## config.mk

```make
export PLATFORM = sky130hd
export DESIGN_NAME = vector_load_store_unit
export DESIGN_NICKNAME = d
export VERILOG_FILES = /design/src/rtl/vector_load_store_unit.sv
export SDC_FILE = /design/constraint.sdc
export NUM_CORES = 1
export LEC_CHECK = 0
export CORE_MARGIN = 3
export CORE_UTILIZATION = 53
export CTS_BUF_LIST = sky130_fd_sc_hd__clkbuf_2 sky130_fd_sc_hd__clkbuf_4 sky130_fd_sc_hd__clkbuf_8
export DETAILED_ROUTE_END_ITERATION = 8
export GPL_TIMING_DRIVEN = 0
export PLACE_DENSITY = 0.84
export SLEW_MARGIN = 20
export SYNTH_ARGS = -nofsm -noshare
export SYNTH_HDL_FRONTEND = slang
export SYNTH_SLANG_ARGS = --single-unit
export TNS_END_PERCENT = 5
```

## constraint.sdc

```tcl
create_clock -name clk -period 3.6 [get_ports clk]
set_input_delay 1.08 -clock clk [delete_from_list [all_inputs] [get_ports clk]]
set_output_delay 1.08 -clock clk [all_outputs]
set_load 0.03 [all_outputs]
```

## src/rtl/vector_load_store_unit.sv

```systemverilog
// Vector load/store unit: moves one LANES x LANE_W vector between a scalar-word
// memory port (one lane per cycle) and a register-file write port.
module vector_load_store_unit #(
    parameter int LANES  = 16,
    parameter int LANE_W = 16,
    parameter int ADDR_W = 16
) (
    input  logic                    clk,
    input  logic                    rst,
    input  logic                    start,
    input  logic                    op_store,
    input  logic [ADDR_W-1:0]       base_addr,
    input  logic [2:0]              vreg,
    input  logic [LANES*LANE_W-1:0] st_data,
    output logic [ADDR_W-1:0]       mem_addr,
    output logic                    mem_rd_en,
    output logic                    mem_wr_en,
    output logic [LANE_W-1:0]       mem_wdata,
    input  logic [LANE_W-1:0]       mem_rdata,
    output logic                    rf_wr_en,
    output logic [2:0]              rf_wr_dst,
    output logic [LANES*LANE_W-1:0] rf_wr_data,
    output logic                    busy,
    output logic                    done
);

    localparam int VW = LANES * LANE_W;
    localparam int IW = (LANES > 1) ? $clog2(LANES) : 1;
    localparam logic [IW-1:0] LAST_IDX = IW'(LANES - 1);
    localparam logic [IW-1:0] ONE_IDX  = IW'(1);

    typedef enum logic [2:0] {
        S_IDLE     = 3'd0,
        S_LD_ISSUE = 3'd1,
        S_LD_DRAIN = 3'd2,
        S_LD_WB    = 3'd3,
        S_ST_ISSUE = 3'd4,
        S_DONE     = 3'd5
    } state_t;

    function automatic logic [LANE_W-1:0] lane_sel(input logic [VW-1:0] vec,
                                                   input logic [IW-1:0] idx);
        lane_sel = vec[int'(idx)*LANE_W +: LANE_W];
    endfunction

    state_t              r_state;
    logic [IW-1:0]       r_idx;
    logic [ADDR_W-1:0]   r_base;
    logic [2:0]          r_vreg;
    logic [VW-1:0]       r_st_data;
    logic [VW-1:0]       r_vec;
    logic                r_rd_valid;
    logic [IW-1:0]       r_cap_idx;
    logic [ADDR_W-1:0]   r_mem_addr;
    logic                r_mem_rd_en;
    logic                r_mem_wr_en;
    logic [LANE_W-1:0]   r_mem_wdata;
    logic                r_rf_wr_en;
    logic [2:0]          r_rf_wr_dst;
    logic [VW-1:0]       r_rf_wr_data;
    logic                r_busy;
    logic                r_done;

    state_t              w_state_nxt;
    logic [IW-1:0]       w_idx_nxt;
    logic [IW-1:0]       w_idx_inc;
    logic [ADDR_W-1:0]   w_base_nxt;
    logic [2:0]          w_vreg_nxt;
    logic [VW-1:0]       w_st_data_nxt;
    logic [VW-1:0]       w_vec_cap;
    logic [VW-1:0]       w_vec_nxt;
    logic                w_rd_valid_nxt;
    logic [IW-1:0]       w_cap_idx_nxt;
    logic [ADDR_W-1:0]   w_mem_addr_nxt;
    logic                w_mem_rd_en_nxt;
    logic                w_mem_wr_en_nxt;
    logic [LANE_W-1:0]   w_mem_wdata_nxt;
    logic                w_rf_wr_en_nxt;
    logic [2:0]          w_rf_wr_dst_nxt;
    logic [VW-1:0]       w_rf_wr_data_nxt;
    logic                w_busy_nxt;
    logic                w_done_nxt;

    assign w_idx_inc = r_idx + ONE_IDX;

    // Read data arrives one cycle after its strobe; merge it into the lane that strobe addressed.
    always_comb begin
        w_vec_cap = r_vec;
        if (r_rd_valid) begin
            w_vec_cap[int'(r_cap_idx)*LANE_W +: LANE_W] = mem_rdata;
        end else begin
            w_vec_cap = r_vec;
        end
    end

    // Next-state and next-output decode; every output is computed here and registered below.
    always_comb begin
        w_state_nxt      = r_state;
        w_idx_nxt        = r_idx;
        w_base_nxt       = r_base;
        w_vreg_nxt       = r_vreg;
        w_st_data_nxt    = r_st_data;
        w_vec_nxt        = w_vec_cap;
        w_rd_valid_nxt   = r_mem_rd_en;
        w_cap_idx_nxt    = r_idx;
        w_mem_addr_nxt   = '0;
        w_mem_rd_en_nxt  = 1'b0;
        w_mem_wr_en_nxt  = 1'b0;
        w_mem_wdata_nxt  = '0;
        w_rf_wr_en_nxt   = 1'b0;
        w_rf_wr_dst_nxt  = 3'd0;
        w_rf_wr_data_nxt = '0;
        w_done_nxt       = 1'b0;

        case (r_state)
            S_IDLE: begin
                if (start) begin
                    w_base_nxt     = base_addr;
                    w_vreg_nxt     = vreg;
                    w_st_data_nxt  = st_data;
                    w_idx_nxt      = '0;
                    w_vec_nxt      = '0;
                    w_mem_addr_nxt = base_addr;
                    if (op_store) begin
                        w_state_nxt     = S_ST_ISSUE;
                        w_mem_wr_en_nxt = 1'b1;
                        w_mem_wdata_nxt = lane_sel(st_data, '0);
                    end else begin
                        w_state_nxt     = S_LD_ISSUE;
                        w_mem_rd_en_nxt = 1'b1;
                    end
                end else begin
                    w_state_nxt = S_IDLE;
                end
            end
            S_LD_ISSUE: begin
                if (r_idx == LAST_IDX) begin
                    w_state_nxt = S_LD_DRAIN;
                end else begin
                    w_idx_nxt       = w_idx_inc;
                    w_mem_rd_en_nxt = 1'b1;
                    w_mem_addr_nxt  = r_base + ADDR_W'(w_idx_inc);
                end
            end
            S_LD_DRAIN: begin
                // The last lane lands this cycle, so write back the merged vector directly.
                w_state_nxt      = S_LD_WB;
                w_rf_wr_en_nxt   = 1'b1;
                w_rf_wr_dst_nxt  = r_vreg;
                w_rf_wr_data_nxt = w_vec_cap;
            end
            S_LD_WB: begin
                w_state_nxt = S_DONE;
                w_done_nxt  = 1'b1;
            end
            S_ST_ISSUE: begin
                if (r_idx == LAST_IDX) begin
                    w_state_nxt = S_DONE;
                    w_done_nxt  = 1'b1;
                end else begin
                    w_idx_nxt       = w_idx_inc;
                    w_mem_wr_en_nxt = 1'b1;
                    w_mem_addr_nxt  = r_base + ADDR_W'(w_idx_inc);
                    w_mem_wdata_nxt = lane_sel(r_st_data, w_idx_inc);
                end
            end
            S_DONE: begin
                w_state_nxt = S_IDLE;
            end
            default: begin
                w_state_nxt = S_IDLE;
            end
        endcase

        w_busy_nxt = (w_state_nxt != S_IDLE);
    end

    // State, latched request and registered outputs; reset clears everything.
    always_ff @(posedge clk) begin
        if (rst) begin
            r_state      <= S_IDLE;
            r_idx        <= '0;
            r_base       <= '0;
            r_vreg       <= 3'd0;
            r_st_data    <= '0;
            r_vec        <= '0;
            r_rd_valid   <= 1'b0;
            r_cap_idx    <= '0;
            r_mem_addr   <= '0;
            r_mem_rd_en  <= 1'b0;
            r_mem_wr_en  <= 1'b0;
            r_mem_wdata  <= '0;
            r_rf_wr_en   <= 1'b0;
            r_rf_wr_dst  <= 3'd0;
            r_rf_wr_data <= '0;
            r_busy       <= 1'b0;
            r_done       <= 1'b0;
        end else begin
            r_state      <= w_state_nxt;
            r_idx        <= w_idx_nxt;
            r_base       <= w_base_nxt;
            r_vreg       <= w_vreg_nxt;
            r_st_data    <= w_st_data_nxt;
            r_vec        <= w_vec_nxt;
            r_rd_valid   <= w_rd_valid_nxt;
            r_cap_idx    <= w_cap_idx_nxt;
            r_mem_addr   <= w_mem_addr_nxt;
            r_mem_rd_en  <= w_mem_rd_en_nxt;
            r_mem_wr_en  <= w_mem_wr_en_nxt;
            r_mem_wdata  <= w_mem_wdata_nxt;
            r_rf_wr_en   <= w_rf_wr_en_nxt;
            r_rf_wr_dst  <= w_rf_wr_dst_nxt;
            r_rf_wr_data <= w_rf_wr_data_nxt;
            r_busy       <= w_busy_nxt;
            r_done       <= w_done_nxt;
        end
    end

    assign mem_addr   = r_mem_addr;
    assign mem_rd_en  = r_mem_rd_en;
    assign mem_wr_en  = r_mem_wr_en;
    assign mem_wdata  = r_mem_wdata;
    assign rf_wr_en   = r_rf_wr_en;
    assign rf_wr_dst  = r_rf_wr_dst;
    assign rf_wr_data = r_rf_wr_data;
    assign busy       = r_busy;
    assign done       = r_done;

endmodule

```

=== After elaboration in Yosys (flattened, before gate mapping) ===
Cells that the tools add are included.

* Bits in registers: 839
* Input bits: 295
* Output and inout bits: 296
* Logic and storage cells: 67

* Add/sub/neg operators: 3
* Equal/unequal tests: 7
* Shift-type cells: 3
* Multiplexer cells: 29
* Bitwise gates (word level): 1
* Reduce and logical (&&, ||, !) cells: 7

{| class="wikitable"
|+ Operators by type and width
! operator !! number
|-
| 256-bit two-way mux || 3
|-
| 256-bit bitwise mux || 1
|-
| 16-bit by 33-bit variable shift with 256-bit output (first input constant) || 1
|-
| 16-bit by 33-bit variable part select with 256-bit output || 1
|-
| 256-bit by 9-bit variable part select with 16-bit output || 1
|-
| 16-bit two-way mux || 5
|-
| 16-bit case mux with 2 select lines || 2
|-
| 8-bit negator with 33-bit output || 1
|-
| 16-bit by 4-bit adder with 16-bit output || 1
|-
| 3-bit case mux with 5 select lines || 1
|-
| 3-bit two-way mux || 4
|-
| 4-bit two-way mux || 2
|-
| 4-bit case mux with 2 select lines || 1
|-
| 1-bit two-way mux || 7
|-
| 3-bit by 2-bit == test with 1-bit output (second input constant) || 2
|-
| 1-bit case mux with 2 select lines || 3
|-
| 4-bit by 1-bit adder with 4-bit output (second input constant) || 1
|-
| 4-bit == test (second input constant) || 1
|-
| 2-bit inequality test (second input constant) || 2
|-
| 2-bit OR reduction || 2
|-
| 3-bit by 1-bit == test with 1-bit output (second input constant) || 1
|-
| 3-bit == test (second input constant) || 1
|-
| 3-bit zero test || 1
|-
| 3-bit AND reduction || 1
|-
| other kinds (4) || 4
|}

=== Depth between registers and ports, before layout ===
* Depth after elaboration: 6
* Mapped depth: 11
* Gate-level depth less buffers: 9

=== Worst setup path after synthesis ===
Ideal clock, no wire load.

* Path kind: register -> register
* From: reg r_idx[0]
* To: reg r_mem_addr[13] (netlist: mem_addr[13])
* Library setup time: 74 ps
* Arrival: 2630 ps
* Required time: 3526 ps
* Path slack: 896 ps
* Cell stages (with the launch flop): 11
* Buffers on the path: 1
* Period minus slack after synthesis: 2704 ps
* Cells stage by stage: dfxtp_1 -> ha_1 -> xnor2_1 -> inv_1 -> clkbuf_1 -> ha_1 -> a21oi_1 -> a21boi_0 -> o211ai_1 -> mux2_2 -> o21ai_0

* Cells in the longest elaborated chain, start to end: 4
* Elaborated cells between the ends (all ways): 5
* Classes of those cells: add/sub: 2; eq/ne: 1; mux: 2

{| class="wikitable"
|+ Ends and longest elaborated chain
! item !! RTL line !! source
|-
| start, declared || 47 || <nowiki>logic [IW-1:0] r_idx;</nowiki>
|-
| start signal, assigned || 200 || <nowiki>r_idx <= w_idx_nxt;</nowiki>
|-
| 4-bit by 1-bit adder with 4-bit output || 84 || <nowiki>assign w_idx_inc = r_idx + ONE_IDX;</nowiki>
|-
| 16-bit by 4-bit adder with 16-bit output || 142, 163 ||
|-
| 16-bit two-way mux * || 137, 157 ||
|-
| 16-bit case mux with 2 select lines * || 115 || <nowiki>case (r_state)</nowiki>
|-
| end signal, assigned || 207 || <nowiki>r_mem_addr <= w_mem_addr_nxt;</nowiki>
|-
| end, declared || 54 || <nowiki>logic [ADDR_W-1:0] r_mem_addr;</nowiki>
|}

Every way passes the cells marked *; elsewhere a longest branch is shown, timed or not.
A chain may end at the register's enable or synchronous reset.

=== Worst setup path after layout ===
* From: reg r_idx[0]
* To: reg r_mem_addr[14] (netlist: mem_addr[14])

Same word-level chain as after synthesis.

==> results.md <==
- Status: finished, final reports clean
- Global-route wire length before repair: 150 mm
- Hold path depth: 2
- Mapped cell area: 0.0297 sq mm
- WL final: 101 mm
- Cells after Synth: 3148
- Post-layout util: 71.5%
- Max VDD drop: 0.304 mV
- Post-DP HPWL: 76.1 mm
- Slew HR: 30.9%
- Total GRT Usage: 33.2%
- # nets final: 4179
- Post-synth EDFFs: 0
- Worst Setup End Kind: register
- Worst Max-Slew Pin Slew: 1.04 ns
- IO Pins: 591
- CTS H-Tree Depth: 4
- CP startpoint kind: register
- Total internal power: 15.2 mW
- Critical Path RT: 4.22 ns
- PwrDens: 511 mW/mm^2
- Post-Layout Cell Count: 4729
- Post-DP Area: 0.0365 sq mm
- Grt met2 use: 57.3%
- Drt wl/cell: 21.4 um
- Switching power: 5.00 mW
- Final hold vios: 0
- Number of max-cap violations: 0
- Commonest non-fill, non-tap cell in the layout: dfxtp_1
- Final critical-path share of the clock period: 93.4%
- Final Wtd Congestion: 0.955
- Overflow after GRT: 0
- FMAX: 297 MHz
- Drt pass-1 iters: 5
- Clk pin slew, worst setup/hold paths: 0.06 ns
- Core area: 0.0552 sq mm
- Remaining DRCs: 0
- Antenna violations before repair: 10
- Post-Synthesis Mean Instance Area: 9.42 sq um
- Met1 usage: 36.3%
- TritonCTS Buffers: 134
- Worst path arrival time: 3.99 ns
- DR vias/cell: 5.50
- Die ar.: 0.0588 sq mm
- Max incr delay on CP: 0.67 ns
- Worst r2r path cells: 10
- Final ANT Viol Nets: 0
- DR iter-0 viols: 2022
- Most frequent cells in the layout: 839 x dfxtp_1, 649 x nand2_1, 590 x clkdlybuf4s50_1
- Min Tclk post-route: 3.36 ns
- Worst setup margin: 0.237 ns
- Worst Hold Class: register to register
- Post-synthesis sequential area ratio: 56.6%
- Fraction of layout cells with a size suffix above 1: 9.44%
- Placed cells: 4486
- Synth area leader: dfxtp_1
- Hold Slack: 0.451 ns
- Area growth syn-to-layout: 32.9%
- Pre-CTS setup slack: -0.429 ns
- FF+latch count, synth: 839
- Initial core utilization: 53.7%
- Post-synthesis cell type count: 52
- IO Port Bufs: 590
- Clock sinks: 839
- CP max-delay cell: buf_1
- Final setup vio count: 0
- Leak Pwr: 16.3 nW
- Post-synth top flop: dfxtp_1
- Seq pwr share: 48.1%
- Switching Share: 24.8%
- Crit path cell chain: buf_2 -> buf_1 -> inv_1 -> ha_1 -> fa_1 -> nand3_1 -> nand2_1 -> nand4_1 -> xor2_1 -> o22ai_1
- CP top delay family: buffers and inverters
- Die H: 243 um
- CP Buf/Inv Count: 3
- Gr busiest metal: met2
- Final Max Tran Viols: 0
- Setup Total Neg Slack: 0 ns
- Yosys Warn Count: 0
- Worst-path fanout max: 10
- DIE WIDTH: 243 um
- Synth top area cells: dfxtp_1 57%, nand2_1 8.2%, mux2i_1 8.2%
- Comb power frac: 9.1%
- Clock Tree Buf Depth: 3
- Kind of critical path: register to register
- # hold bufs at CTS: 0
- Finished layout cell area: 0.0394 sq mm
- Root buf cell: clkbuf_8
- Vias in the first global route: 25800
- Num rows: 86
- CP Depth: 10
- DR vias: 26000
- Fin Clk Skew: 0.0485 ns
- Yosys top cell area share: 56.6%
- Async SR Flop Fraction: 0%
- Largest net degree at the start of global routing: 17
- Total Power: 20.2 mW
- Clk network pwr share: 42.8%
- Met3 Usage GRT: 7.94%
- Skew-Pair Late Insertion Delay: 0.78 ns
- Unrepaired setup endpoints after global routing: false
- TritonCTS clock tree: yes
- Net Count, Synth: 3453
==> power groups by stage <==
stage / registers, mW / logic, mW / clock network, mW
6_report: 9.69 / 1.84 / 8.63
5_1_grt: 9.70 / 1.95 / 9.11
4_1_cts: 9.68 / 1.81 / 8.68
3_5_place_dp: 9.88 / 1.79 / 0
3_3_place_gp: 9.87 / 1.77 / 0
2_1_floorplan: 9.87 / 0.941 / 0
==> registers in the layout (all words and copies together) (netlist names) <==
| signal | cells |
|---|---|
| mem_wdata | 16 |
| r_rd_valid | 1 |
| rf_wr_dst | 3 |
| r_state | 3 |
| rf_wr_data | 256 |
| busy | 1 |
| mem_rd_en | 1 |
| r_st_data | 256 |
| done | 1 |
| r_vreg | 3 |
| r_vec | 256 |
| mem_addr | 16 |
| r_cap_idx | 4 |
| r_idx | 4 |
| rf_wr_en | 1 |
| r_base | 16 |
| mem_wr_en | 1 |
==> synthesized netlist by cell type, drive strengths merged, types with 2 or more instances <==
master     n
nor4b      2
and2      17
nor2     569
nor2b      7
nand3b     3
o211ai     2
inv       13
or2        3
o2111ai    3
nor3b     15
a21oi    345
mux2       2
a211oi     3
nor3       6
a2111oi    4
o41ai      3
nand3      9
mux2i    242
a211o     17
mux4      64
nand2b     3
o21ai      9
or3        2
buf       62
dfxtp    839
o21a       2
and3      41
o22ai      4
xor2      10
ha         9
nand2    657
clkbuf   157
xnor2      5
nand4     11
nor4       2
==> worst reg2reg max path, cell delays in order (launching register included) <==
cell and delay (ns):
dfxtp_1 0.51, buf_2 0.40, buf_1 0.67, inv_1 0.18
ha_1 0.28, fa_1 0.43, nand3_1 0.23, nand2_1 0.14
nand4_1 0.14, xor2_1 0.17, o22ai_1 0.12
==> final cells by class <==
class,count,area (sq um)
Inverter,13,48.8
Clock buffer,214,2710
Clock inverter,20,189
Multi-Input combinational cell,2077,11900
Buffer,219,975
Timing Repair Buffer,590,5910
Fill cell,4024,15800
Sequential cell,839,16800
Tap cell,748,936
Antenna cell,9,22.5
==> path summary, 6_finish.rpt <==
check | end | startpoint | slack (ns)
min reg2reg | r_vreg[0] | r_vreg[0] | 0.45
max reg2reg | mem_addr[14] | r_idx[0] | 0.24
max | mem_addr[14] | r_idx[0] | 0.24
min | r_vreg[0] | r_vreg[0] | 0.45
==> cell families after synthesis <==
| logic type | synth area share, % |
|---|---|
| flops | 56.6 |
| compound gates | 7.29 |
| xor+xnor | 0.443 |
| simple gates | 18.7 |
| fa+ha+maj | 0.447 |
| mux | 13.1 |
| buf+inv | 3.45 |
==> routing by layer <==
layer / share of wire [%] / wire length (um)
met1: 35 / 35400
met2: 48 / 49000
met3: 9.2 / 9350
met4: 7.4 / 7440
met5: 0.013 / 13
==> what timing repair did <==
action / 4_1_cts / 5_1_grt
hold endpoints to repair: 0 / 0
resized for setup: 1 / 1
buffers inserted: 0 / 0
endpoints found under the setup margin: 3 / 7
(Power assumes the default switching activity.)
